<file path="src/rtl/pipe_fetch_queue.sv">
// Instruction-fetch stage: PC generator, 1-cycle imem request port and a
// DEPTH-entry prefetch queue that absorbs decode stalls; EX redirects flush it.
module pipe_fetch_queue #(
    parameter int unsigned           DATA_WIDTH = 32,
    parameter int unsigned           DEPTH      = 4,
    parameter logic [DATA_WIDTH-1:0] RESET_PC   = 32'h0040_0000
) (
    input  logic                    clk,
    input  logic                    reset,
    output logic                    imem_req,
    output logic [DATA_WIDTH-1:0]   imem_addr,
    input  logic [DATA_WIDTH-1:0]   imem_rdata,
    input  logic                    redirect_en,
    input  logic [DATA_WIDTH-1:0]   redirect_pc,
    input  logic                    stall_d,
    output logic                    instr_valid,
    output logic [DATA_WIDTH-1:0]   instr,
    output logic [DATA_WIDTH-1:0]   instr_pc,
    output logic [DATA_WIDTH-1:0]   instr_pc4,
    output logic [$clog2(DEPTH):0]  queue_count
);

    localparam int unsigned PW = $clog2(DEPTH);
    localparam int unsigned CW = PW + 1;

    logic [DATA_WIDTH-1:0] fetch_pc_q, fetch_pc_d;
    logic [DATA_WIDTH-1:0] req_pc_q, req_pc_d;
    logic                  inflight_q, inflight_d;
    logic [PW-1:0]         rd_ptr_q, rd_ptr_d;
    logic [PW-1:0]         wr_ptr_q, wr_ptr_d;
    logic [CW-1:0]         count_q, count_d;
    logic [DATA_WIDTH-1:0] instr_mem_q [DEPTH];
    logic [DATA_WIDTH-1:0] pc_mem_q    [DEPTH];
    logic                  push_c;
    logic                  pop_c;

    // Issue reserves a queue slot for every in-flight request, so no overflow.
    always_comb begin
        imem_req  = !reset && !redirect_en &&
                    ((count_q + CW'(inflight_q)) < CW'(DEPTH));
        imem_addr = fetch_pc_q;
    end

    always_comb begin
        instr_valid = (count_q != '0);
        instr       = instr_valid ? instr_mem_q[rd_ptr_q] : '0;
        instr_pc    = instr_valid ? pc_mem_q[rd_ptr_q] : '0;
        instr_pc4   = instr_valid ? pc_mem_q[rd_ptr_q] + DATA_WIDTH'(4) : '0;
        queue_count = count_q;
    end

    always_comb begin
        fetch_pc_d = fetch_pc_q;
        req_pc_d   = req_pc_q;
        inflight_d = inflight_q;
        rd_ptr_d   = rd_ptr_q;
        wr_ptr_d   = wr_ptr_q;
        count_d    = count_q;
        push_c     = inflight_q && !redirect_en;
        pop_c      = instr_valid && !stall_d;
        if (redirect_en) begin
            fetch_pc_d = {redirect_pc[DATA_WIDTH-1:2], 2'b00};
            inflight_d = 1'b0;
            rd_ptr_d   = '0;
            wr_ptr_d   = '0;
            count_d    = '0;
        end else begin
            inflight_d = imem_req;
            if (imem_req) begin
                fetch_pc_d = fetch_pc_q + DATA_WIDTH'(4);
                req_pc_d   = fetch_pc_q;
            end
            if (push_c) wr_ptr_d = wr_ptr_q + PW'(1);
            if (pop_c)  rd_ptr_d = rd_ptr_q + PW'(1);
            count_d = count_q + CW'(push_c) - CW'(pop_c);
        end
    end

    always_ff @(posedge clk) begin
        if (reset) begin
            fetch_pc_q <= RESET_PC;
            req_pc_q   <= '0;
            inflight_q <= 1'b0;
            rd_ptr_q   <= '0;
            wr_ptr_q   <= '0;
            count_q    <= '0;
        end else begin
            fetch_pc_q <= fetch_pc_d;
            req_pc_q   <= req_pc_d;
            inflight_q <= inflight_d;
            rd_ptr_q   <= rd_ptr_d;
            wr_ptr_q   <= wr_ptr_d;
            count_q    <= count_d;
        end
    end

    // Queue storage needs no reset; occupancy gates everything read from it.
    always_ff @(posedge clk) begin
        if (!reset && push_c) begin
            instr_mem_q[wr_ptr_q] <= imem_rdata;
            pc_mem_q[wr_ptr_q]    <= req_pc_q;
        end
    end

endmodule

</file>
<file path="config.mk">
export PLATFORM = sky130hd
export DESIGN_NAME = pipe_fetch_queue
export DESIGN_NICKNAME = d
export VERILOG_FILES = /design/src/rtl/pipe_fetch_queue.sv
export SDC_FILE = /design/constraint.sdc
export NUM_CORES = 1
export LEC_CHECK = 0
export BUFFER_PORTS_ARGS = -buffer_cell sky130_fd_sc_hd__buf_4
export CAP_MARGIN = 0
export CELL_PAD_IN_SITES_DETAIL_PLACEMENT = 1
export CELL_PAD_IN_SITES_GLOBAL_PLACEMENT = 1
export CORE_UTILIZATION = 45
export CTS_BUF_LIST = sky130_fd_sc_hd__clkbuf_4 sky130_fd_sc_hd__clkbuf_8
export CTS_CLUSTER_SIZE = 28
export DETAILED_ROUTE_END_ITERATION = 12
export GPL_TIMING_DRIVEN = 0
export MAX_ROUTING_LAYER = met4
export PLACE_DENSITY_LB_ADDON = 0.1
export SLEW_MARGIN = 20
export SYNTH_ARGS = -nofsm -noshare
export SYNTH_HDL_FRONTEND = slang
export SYNTH_SLANG_ARGS = --single-unit
</file>
<file path="constraint.sdc">
create_clock -name clk -period 4.1 [get_ports clk]
set_input_delay 0.205 -clock clk [delete_from_list [all_inputs] [get_ports clk]]
set_output_delay 0.205 -clock clk [all_outputs]
set_load 0.02 [all_outputs]
</file>
* Yosys cells after proc, flatten, opt, wreduce, memory -nomap -nowiden
Memory sizes are Yosys's and may differ from the RTL's. A register that Yosys moved wholly into a read port is not among the register bits.
Index checks and enable logic that the tools add are counted.
** Storage, ports and cells
- Flip-flop bits (word level) :: 72
- Latch bits :: 0
- Memory bits (writable) :: 256
- Bits in read-only memories :: 0
- Input bits :: 68
- Output and inout bits :: 133
- Logic and storage cells :: 41
- Memories kept :: 2
** Cells by class
- $add $sub $neg :: 7
- $mul :: 0
- Div/mod/pow operators :: 0
- Order comparisons :: 1
- Equality and inequality tests :: 0
- Shift-type cells :: 0
- Muxes and demuxes :: 11
- Bitwise operators :: 1
- Reductions and logical operators :: 12
** Memory list
- instr_mem_q :: words 4, bits a word 32, rd ports 1, clocked after Yosys merged registers in 1, wr ports 1, RTL line 32 : logic [DATA_WIDTH-1:0] instr_mem_q [DEPTH];
- pc_mem_q :: words 4, bits a word 32, rd ports 1, clocked after Yosys merged registers in 1, wr ports 1, RTL line 33 : logic [DATA_WIDTH-1:0] pc_mem_q [DEPTH];
** Operators by type and width (number)
- $mux W32 :: 5
- $add A32 B3 Y32 const B :: 2
- $mux W2 :: 4
- $add A3 B1 Y3 :: 2
- $logic_and A1 B1 Y1 :: 5
- $add A2 B1 Y2 const B :: 2
- $logic_not A1 Y1 :: 3
- $lt A3 B3 Y1 const B :: 1
- $reduce_bool A3 Y1 :: 1
- $sub A3 B1 Y3 :: 1
- $mux W1 :: 2
- $reduce_and A2 Y1 :: 1
- $reduce_bool A2 Y1 :: 1
- $reduce_or A2 Y1 :: 1
- $not A1 Y1 :: 1

* Logic depth before layout (Yosys ltp)
Gate-level depths: netlist (run 1).
- Depth in word-level cells :: 5
- Gate-level depth with buffers :: 12
- Depth with buffers taken out :: 10

* Worst setup path before layout (run 1)
No wires, ideal clock.
- Path type :: flip-flop to output port
- Start point :: reg (tool-made name)
- End point :: out instr_pc4[28]
- Arrival :: 2.529 ns
- Required time :: 3.895 ns
- Setup slack :: 1.366 ns
- Cell stages (with the launch flop) :: 11
- Path buffers :: 4
- Cells stage by stage :: dfxtp_1 -> buf_6 -> buf_12 -> mux4_1 -> ha_1 -> and3_1 -> clkbuf_4 -> nand4_4 -> buf_6 -> or4_1 -> a21oi_1
** RTL lines
- to (decl) :: RTL line 19 : output logic [DATA_WIDTH-1:0] instr_pc4,

==> out/results.tsv, run 1 <==
metric	value	unit
core area	29100	sq um
htree depth	2	
dpl hpwl	23.9	mm
Mapped Cells	915	
worst hold path class	input pin to register	
crit path kind	register to output port	
EDFF count, synth	248	
die area	30600	sq um
static leakage	6.03	nW
Tcrit/Tclk final	88.8	%
die width	175	um
cell area after synthesis	13500	sq um
WP data required	3890	ps
final setup violation count	0	
Worst Path Max Fanout	10	
Via Count	9034	
drt via density	5.45	
# IOs	201	
crit-path leading delay family	buffers and inverters	
Setup TNS	0	ps
commonest cells after routing, fill and taps aside	edfxtp_1, buf_4, nand2_1	
unrepaired setup endpoints after global routing	false	
Worst setup EP type	output port	
number of CTS-inserted buffers	53	
die height	175	um
min Tclk post-route	3640	ps
maxcap violations	0	
Startpoint Class	register	
Starting Density	46.3	%
Layout Nets	1310	
Distinct cells, synth	58	
Crit path buffers/inverters	5	
TritonCTS clock tree	done	
# diodes	0	
CP Cell Sequence	buf_6 > buf_12 > mux4_1 > ha_1 > and3_1 > clkbuf_4 > nand4_4 > buf_6 > or3_2 > a21oi_1 > buf_4	
Final Hold Vio Count	0	
sequential share of the synthesized area	65.7	%
biggest area consumer among synthesized cells	edfxtp_1	
GRT Overall Usage	24.0	%
ratio of cells with drive above 1 in the final layout	28.9	%
WP data arrival	3430	ps
initial antenna violation count	0	
Worst VDD drop	319	uV
Final ANT Viol Nets	0	
Slowest cell on crit path	or3_2	
WL per Instance	21.0	um
FP Rows	62	
dominant synthesized flop cell	edfxtp_1	
CP peak stage delay	470	ps
measured slew at the worst slew-check pin	1110	ps
violation count after the first detailed-route iteration	503	
Final Slew Violations	0	
f_max	0.275	GHz
Max Root-Sink Buffers	3	
Reg clk slew, reported paths	60	ps
status	finished, final reports clean	
clk_skew	15.9	ps
# DRC	0	
CTS Sinks	318	
area delta synth->final	28.0	%
pwr dens	409	nW/um^2
GPL Wtd Cong	0.828	
routed wire length	34.9	mm
Seq cells post-synth	318	
largest net degree at the start of global routing	46	
IO buf count	192	
first-pass GRT wire length	54.6	mm
CTS root buffer	clkbuf_8	
most common cell after layout, fill and taps aside	edfxtp_1	
ys async rst share	0	%
Fin Hold WS	76.1	ps
vias in the first global route	9706	
Synth top area share	55.3	%
total global routing overflow	0	
Synth warnings	0	
syn_area_per_cell	14.7	sq um
worst skew pair latency	570	ps
relative slew slack	25.6	%
critical path's most frequent cell	buf_6	
DRT Pass-1 Iters	5	
top cells by area, synth	edfxtp_1, dfxtp_1, mux4_2	
==> synthesized netlist by cell type (5+ instances only) <==
cell type,instances
mux4_1,15
and2_1,61
or4_1,13
a21oi_1,49
o311ai_0,9
nand3_1,21
clkbuf_1,32
and3_1,12
buf_4,7
buf_2,5
o21ai_0,7
a31oi_1,12
dfxtp_1,70
nor2_1,43
xnor2_1,14
mux4_2,46
xor2_1,14
or3_1,9
ha_1,8
a211oi_1,5
nand2_1,98
nor3_1,6
inv_1,14
edfxtp_1,248
nand4_1,25
o31ai_1,10
==> power breakdown <==
| part | leakage (nW) | internal (mW) | switching (mW) |
|---|---|---|---|
| sequential | 2.77 | 3.51 | 0.0560 |
| clock | 0.570 | 1.60 | 1.24 |
| combinational | 2.70 | 0.277 | 0.356 |
| total | 6.03 | 5.39 | 1.65 |
==> stage by stage <==
| step | util (%) | worst slack (ps) | power (mW) | area, sq um | instances |
|---|---|---|---|---|---|
| after floorplan | - | 1370 | 3.92 | 13500 | 920 |
| after global placement | 52.9 | 7.18 | 4.20 | 15400 | 1496 |
| after global routing | 59.2 | 352 | 7.28 | 17200 | 1659 |
| after detailed placement | 53.4 | 1030 | 4.22 | 15500 | 1500 |
| final | 59.2 | 461 | 7.04 | 17200 | 1659 |
| after CTS | 59.2 | 413 | 7.11 | 17200 | 1659 |
==> metal layers <==
metal  track usage [%]  share of wire [%]
met5                 -                  0
met3              3.35                5.1
met1              29.8                 42
met2              40.5                 50
met4              7.64                2.4
==> kinds of logic (layout without fill, tap and decap cells) <==
logic type      after synthesis  count (layout)  synth area share (%)
xor+xnor                     28              28                  1.82
other cells                   1               6                0.0279
mux                          66              66                  11.1
compound gates              113             113                  5.43
fa+ha+maj                     9               9                 0.892
buf+inv                      74             429                  3.07
flops                       318             318                  65.7
simple gates                306             306                  11.9
==> sequential cells by signal, indices dropped and copies added, names as in the netlist, named ones only <==
register,cells
imem_addr,30
pc_mem_q,120
queue_count,3
wr_ptr_q,2
instr_mem_q,128
req_pc_q,30
inflight_q,1
rd_ptr_q,2
==> area by class of cell <==
class                   instances  area, sq um
flip-flops and latches        318         8850
fillers                      2872        11900
inverters                      17         63.8
plain buffers                  57          349
repair buffers                258         2160
well taps                     384          480
multi-input cells             528         4240
clock buffers                  71          890
clock inverters                26          203
==> repair_timing <==
item	4_1_cts	5_1_grt
hold buffers	62	0
buffers inserted	0	0
gates resized for setup	0	0
hold endpoints to repair	158	0
==> worst reg2reg max path, cell delays in order, from the launching register on <==
cell and delay [ps]:
dfxtp_1 470, nand4_1 210, nor4_1 940, nand3_1 380
or4_1 600, o2111a_1 140
==> final timing paths <==
check | slack [ps] | startpoint | cells past startpoint | to
worst max-delay path | 460 | register | 11 | instr_pc4[20]
worst min-delay path | 80 | stall_d | 4 | rd_ptr_q[0]$_SDFFE_PP0P_
worst max register to register | 1240 | imem_addr[19]$_SDFFE_PP0P_ | 5 | imem_addr[31]$_SDFFE_PP0P_
worst min register to register | 500 | req_pc_q[13]$_SDFFE_PP0P_ | 2 | req_pc_q[13]$_SDFFE_PP0P_
Power figures use the tool's default switching activity.
==> inputs of run 2 (changes only) <==
--- a/config.mk
+++ b/config.mk
@@ -9,7 +9,7 @@
 export CAP_MARGIN = 0
 export CELL_PAD_IN_SITES_DETAIL_PLACEMENT = 1
 export CELL_PAD_IN_SITES_GLOBAL_PLACEMENT = 1
-export CORE_UTILIZATION = 45
+export CORE_UTILIZATION = 30
 export CTS_BUF_LIST = sky130_fd_sc_hd__clkbuf_4 sky130_fd_sc_hd__clkbuf_8
 export CTS_CLUSTER_SIZE = 28
 export DETAILED_ROUTE_END_ITERATION = 12
==> run 2 against run 1 <==
Against the previous run: sequential power about the same; global-route usage decreased by 6.7 points; flip-flop and latch count unchanged.
==> out/results.tsv, run 2 (synthesized netlist as in run 1, its figures left out) <==
metric	value	unit
measured slew at the worst slew-check pin	997	ps
Filler cells	4625	
Reg clk slew, reported paths	60	ps
Crit path buffers/inverters	5	
CTS Sinks	318	
critical path's most frequent cell	buf_6	
setup ws final	350	ps
IO buf count	192	
CP Cell Sequence	buf_6 > buf_12 > mux4_1 > ha_1 > and3_1 > clkbuf_4 > nand4_4 > buf_6 > or3_2 > a21oi_1 > buf_4	
vias in the first global route	9621	
largest net degree at the start of global routing	38	
most common cell after layout, fill and taps aside	edfxtp_1	
# DRC	0	
CTS root buffer	clkbuf_8	
ratio of cells with drive above 1 in the final layout	28.8	%
f_max	0.267	GHz
Startpoint Class	register	
Worst setup EP type	output port	
Setup Fix Bufs, Post-CTS	0	
Via Count	8861	
maxcap violations	0	
Setup TNS	0	ps
pwr dens	399	nW/um^2
Biggest register	instr_mem_q	
WP data required	3890	ps
crit path kind	register to output port	
sequential power share	51.1	%
final setup violation count	0	
Final Hold Vio Count	0	
Gate power share	9.1	%
TritonCTS clock tree	done	
area of the multi-input gates	4250	sq um
# hold bufs at CTS	63	
initial antenna violation count	0	
Worst VDD drop	194	uV
Post-CTS Resized	0	
GPL Wtd Cong	0.814	
Slowest cell on crit path	or3_2	
static leakage	6.03	nW
top flop regs	instr_mem_q x128, pc_mem_q x120	
GRT Overall Usage	17.3	%
status	finished, final reports clean	
number of CTS-inserted buffers	56	
relative slew slack	33.0	%
area delta synth->final	29.8	%
die height	214	um
Worst Path Max Fanout	10	
htree depth	2	
FP Rows	77	
DRT Pass-1 Iters	4	
crit-path leading delay family	buffers and inverters	
worst hold path class	input pin to register	
Max Root-Sink Buffers	3	
violation count after the first detailed-route iteration	316	
NetSw	1.70	mW
min Tclk post-route	3750	ps
Starting Density	30.4	%
worst skew pair latency	630	ps
WP data arrival	3550	ps
Seq. cell area	8850	sq um
Power Internal	5.28	mW
first-pass GRT wire length	57.1	mm
die width	214	um
# diodes	0	
drt via density	4.74	
routed wire length	37.7	mm
Net Sw Frac	24.3	%
Final Slew Violations	0	
Tcrit/Tclk final	91.5	%
CP peak stage delay	460	ps
Clock power frac	39.7	%
Final ANT Viol Nets	0	
total global routing overflow	0	
die area	45700	sq um
Worst Setup Slack post-DPL	914	ps
Layout Nets	1314	
max reg flops	128	
clk_skew	21.1	ps
WL per Instance	20.2	um
commonest cells after routing, fill and taps aside	edfxtp_1, buf_4, nand2_1	
core area	44200	sq um
dpl hpwl	26.3	mm
# IOs	201	
unrepaired setup endpoints after global routing	false	
## run 2: cell count changes in the layout (fill, tap and decap cells not counted), moves of 2 or more
cell       delta
clkinv_2      -2
clkinv_1      +2
clkbuf_4      +3
clkbuf_8      +3
bufinv_16     -3
## run 2: path summary, 6_finish.rpt
path                                   from                    endpoint  slack (ps)  cells after the start
setup / recovery                   register               instr_pc4[20]         350                     11
hold reg to reg    req_pc_q[9]$_SDFFE_PP0P_    req_pc_q[9]$_SDFFE_PP0P_         500                      2
hold / removal                  redirect_en  imem_addr[22]$_SDFFE_PP1P_          90                      3
setup reg to reg  queue_count[2]$_SDFF_PP0_   queue_count[2]$_SDFF_PP0_        1320                     10
## run 2: power by group through the flow
stage               clock network, mW  logic, mW  registers (mW)
finish                           2.77      0.637            3.57
global route                     3.01      0.692            3.57
global placement                    0      0.594            3.63
CTS                              2.89      0.651            3.57
floorplan                           0      0.288            3.64
detailed placement                  0      0.600            3.63
## run 2: through the flow
step	hold slack [ps]	total power, mW	cell area, sq um	std cells	util [%]
after global placement	408	4.23	15700	1704	35.4
after floorplan	304	3.92	13500	920	-
after detailed placement	411	4.23	15800	1708	35.7
final	86.8	6.97	17500	1869	39.5
after global routing	39.4	7.28	17500	1869	39.5
after CTS	9.22	7.11	17500	1869	39.5
## run 2: layout make-up
| class | count | share of cell area [%] |
|---|---|---|
| repair buffers | 259 | 12.4 |
| clock inverters | 21 | 0.537 |
| plain buffers | 57 | 2.00 |
| multi-input cells | 528 | 24.3 |
| flip-flops and latches | 318 | 50.6 |
| well taps | 592 | 4.24 |
| inverters | 17 | 0.365 |
| clock buffers | 77 | 5.46 |
## run 2: layer usage
layer	share of wire, %	vias up	track usage, %
met4	2.1	0	5.76
met2	48	228	28.0
met3	5.1	53	3.78
met5	0	-	-
met1	44	4400	21.4
li1	-	4180	-
## run 2: worst min-delay path: cells and delay by family
family	cells	cell delay (ps)
AO/OA/AOI/OAI	1	180
buffers and inverters	1	80
AND/OR/NAND/NOR	1	180
==> inputs of run 3 (changes only) <==
--- a/config.mk
+++ b/config.mk
@@ -7,15 +7,13 @@
 export LEC_CHECK = 0
 export BUFFER_PORTS_ARGS = -buffer_cell sky130_fd_sc_hd__buf_4
 export CAP_MARGIN = 0
-export CELL_PAD_IN_SITES_DETAIL_PLACEMENT = 1
-export CELL_PAD_IN_SITES_GLOBAL_PLACEMENT = 1
-export CORE_UTILIZATION = 30
+export CORE_UTILIZATION = 60
 export CTS_BUF_LIST = sky130_fd_sc_hd__clkbuf_4 sky130_fd_sc_hd__clkbuf_8
 export CTS_CLUSTER_SIZE = 28
 export DETAILED_ROUTE_END_ITERATION = 12
 export GPL_TIMING_DRIVEN = 0
 export MAX_ROUTING_LAYER = met4
-export PLACE_DENSITY_LB_ADDON = 0.1
+export PLACE_DENSITY = 0.83
 export SLEW_MARGIN = 20
 export SYNTH_ARGS = -nofsm -noshare
 export SYNTH_HDL_FRONTEND = slang
==> run 3 against run 2 <==
Against the previous run: count of clock-buffer cells in the layout is 1 lower; critical path type unchanged; first-iteration DRC count grew 80%; global-route usage is 12 points higher; combinational power fell by 3%; die area decreased by 50%; flip-flop and latch count unchanged; sequential power about the same; register-to-register slack lost 90 ps; wire length decreased by 16%; maximum frequency is 6.6% higher; power is 2.8% lower; largest cell class unchanged.
==> out/results.tsv, run 3 (synthesized netlist as in run 1, its figures left out) <==
metric	value	unit
status	finished, final reports clean	
Gate power share	9.1	%
violation count after the first detailed-route iteration	569	
FF-to-FF setup slack	1230	ps
die width	152	um
Clock power frac	38.3	%
Finished Layout Cells	1543	
Startpoint Class	register	
die area	23000	sq um
clk_skew	11.8	ps
maxcap violations	0	
Worst Path Max Fanout	10	
f_max	0.284	GHz
FP Rows	54	
Hold Crit Start	redirect_pc[21]	
htree depth	2	
Placed Instance Area	15400	sq um
Max Root-Sink Buffers	3	
WHS Endpoint	imem_addr[21]$_SDFFE_PP0P_	
WHS Path Cells	3	
reg-to-reg endpoint	imem_addr[31]$_SDFFE_PP0P_	
CTS root buffer	clkbuf_8	
max reg flops	128	
worst skew pair latency	550	ps
Starting Density	61.5	%
ratio of cells with drive above 1 in the final layout	28.9	%
reg2reg path depth	5	
Tcrit/Tclk final	85.8	%
Crit path buffers/inverters	5	
Reg clk slew, reported paths	60	ps
Final Slew Violations	0	
WP data required	3890	ps
Layout Nets	1303	
design area	17000	sq um
CP Cell Sequence	buf_6 > buf_12 > mux4_1 > ha_1 > and3_1 > clkbuf_4 > nand4_4 > buf_6 > or4_1 > a21oi_1 > buf_4	
min Tclk post-route	3520	ps
Fin Hold WS	36.5	ps
worst hold path class	input pin to register	
die height	152	um
relative slew slack	32.9	%
crit-path leading delay family	buffers and inverters	
# diodes	0	
static leakage	5.99	nW
commonest cells after routing, fill and taps aside	edfxtp_1, buf_4, nand2_1	
final setup violation count	0	
GPL Wtd Cong	0.943	
Worst setup EP type	output port	
Slowest cell on crit path	or4_1	
most common cell after layout, fill and taps aside	edfxtp_1	
drt via density	5.87	
first-pass GRT wire length	47.9	mm
WL per Instance	20.5	um
unrepaired setup endpoints after global routing	false	
routed wire length	31.6	mm
core area	21900	sq um
WP data arrival	3310	ps
total global routing overflow	0	
# IOs	201	
critical path's most frequent cell	buf_6	
Biggest register	instr_mem_q	
CP peak stage delay	520	ps
area delta synth->final	26.1	%
vias in the first global route	9018	
Final ANT Viol Nets	0	
GRT Overall Usage	28.8	%
Via Count	9050	
# DRC	0	
Filler cells	1275	
DRT Pass-1 Iters	5	
NetSw	1.54	mW
crit path kind	register to output port	
sequential power share	52.5	%
initial antenna violation count	0	
Worst VDD drop	222	uV
measured slew at the worst slew-check pin	998	ps
IO buf count	192	
pwr dens	400	nW/um^2
Net Sw Frac	22.7	%
CTS Sinks	318	
Power Internal	5.24	mW
dpl hpwl	20.9	mm
Setup TNS	0	ps
largest net degree at the start of global routing	46	
number of CTS-inserted buffers	48	
TritonCTS clock tree	done	
top flop regs	instr_mem_q x128, pc_mem_q x120	
RR Startpoint	imem_addr[20]$_SDFFE_PP0P_	
Final Hold Vio Count	0	
dpl cells	1396	
run 3: worst register-to-register path: cells and delay by family, from the launching register on:
family | cells | cell delay [ps]
compound gates | 1 | 160
flops | 1 | 490
simple gates | 4 | 2130
run 3: layout make-up:
type | count | area [sq um] | area share [%]
multi-input combinational | 528 | 4240 | 25.0
inverter | 17 | 63.8 | 0.376
tap | 280 | 350 | 2.06
timing repair buffer | 256 | 2140 | 12.6
clock inverter | 11 | 75.1 | 0.442
buffer | 57 | 349 | 2.06
sequential | 318 | 8850 | 52.1
clock buffer | 76 | 902 | 5.32
run 3: per-stage QoR:
| step | util, % | power [mW] | setup slack (ps) |
|---|---|---|---|
| 3_3_place_gp | 69.8 | 4.18 | 209 |
| 6_report | 77.5 | 6.78 | 581 |
| 3_5_place_dp | 70.3 | 4.20 | 957 |
| 4_1_cts | 77.5 | 6.81 | 409 |
| 5_1_grt | 77.5 | 7.01 | 473 |
| 2_1_floorplan | - | 3.92 | 1370 |
run 3: power groups by stage:
| stage | Clock, mW | Combinational [mW] | Sequential, mW |
|---|---|---|---|
| after floorplan | 0 | 0.288 | 3.64 |
| after global placement | 0 | 0.557 | 3.63 |
| after detailed placement | 0 | 0.569 | 3.63 |
| after CTS | 2.63 | 0.617 | 3.56 |
| after global routing | 2.78 | 0.666 | 3.57 |
| final | 2.60 | 0.620 | 3.56 |
run 3: repair_timing:
item,4_1_cts,5_1_grt
hold buffers,60,0
resized for setup,0,0
setup buffers,0,0
endpoints found under the hold margin,156,0
run 3: how the worst max path moves through the flow:
stage / from / end / slack [ps] / cells past startpoint
3_3_place_gp: redirect_en / instr_mem_q[0][19]$_DFFE_PP_ / 210 / 3
4_1_cts: queue_count[2]$_SDFF_PP0_ / instr[28] / 410 / 6
3_5_place_dp: queue_count[2]$_SDFF_PP0_ / queue_count[2]$_SDFF_PP0_ / 960 / 10
6_report: register / instr_pc4[28] / 580 / 11
5_1_grt: register / instr_pc4[28] / 470 / 11
2_1_floorplan: register / instr_pc4[28] / 1370 / 10
run 3: metal layers:
layer | vias up | global-route usage (%) | share of wire, %
met5 | - | - | 0
met4 | 0 | 10.4 | 3.0
met3 | 68 | 5.33 | 8.0
met2 | 442 | 48.2 | 50
met1 | 4379 | 35.1 | 39
li1 | 4161 | - | -
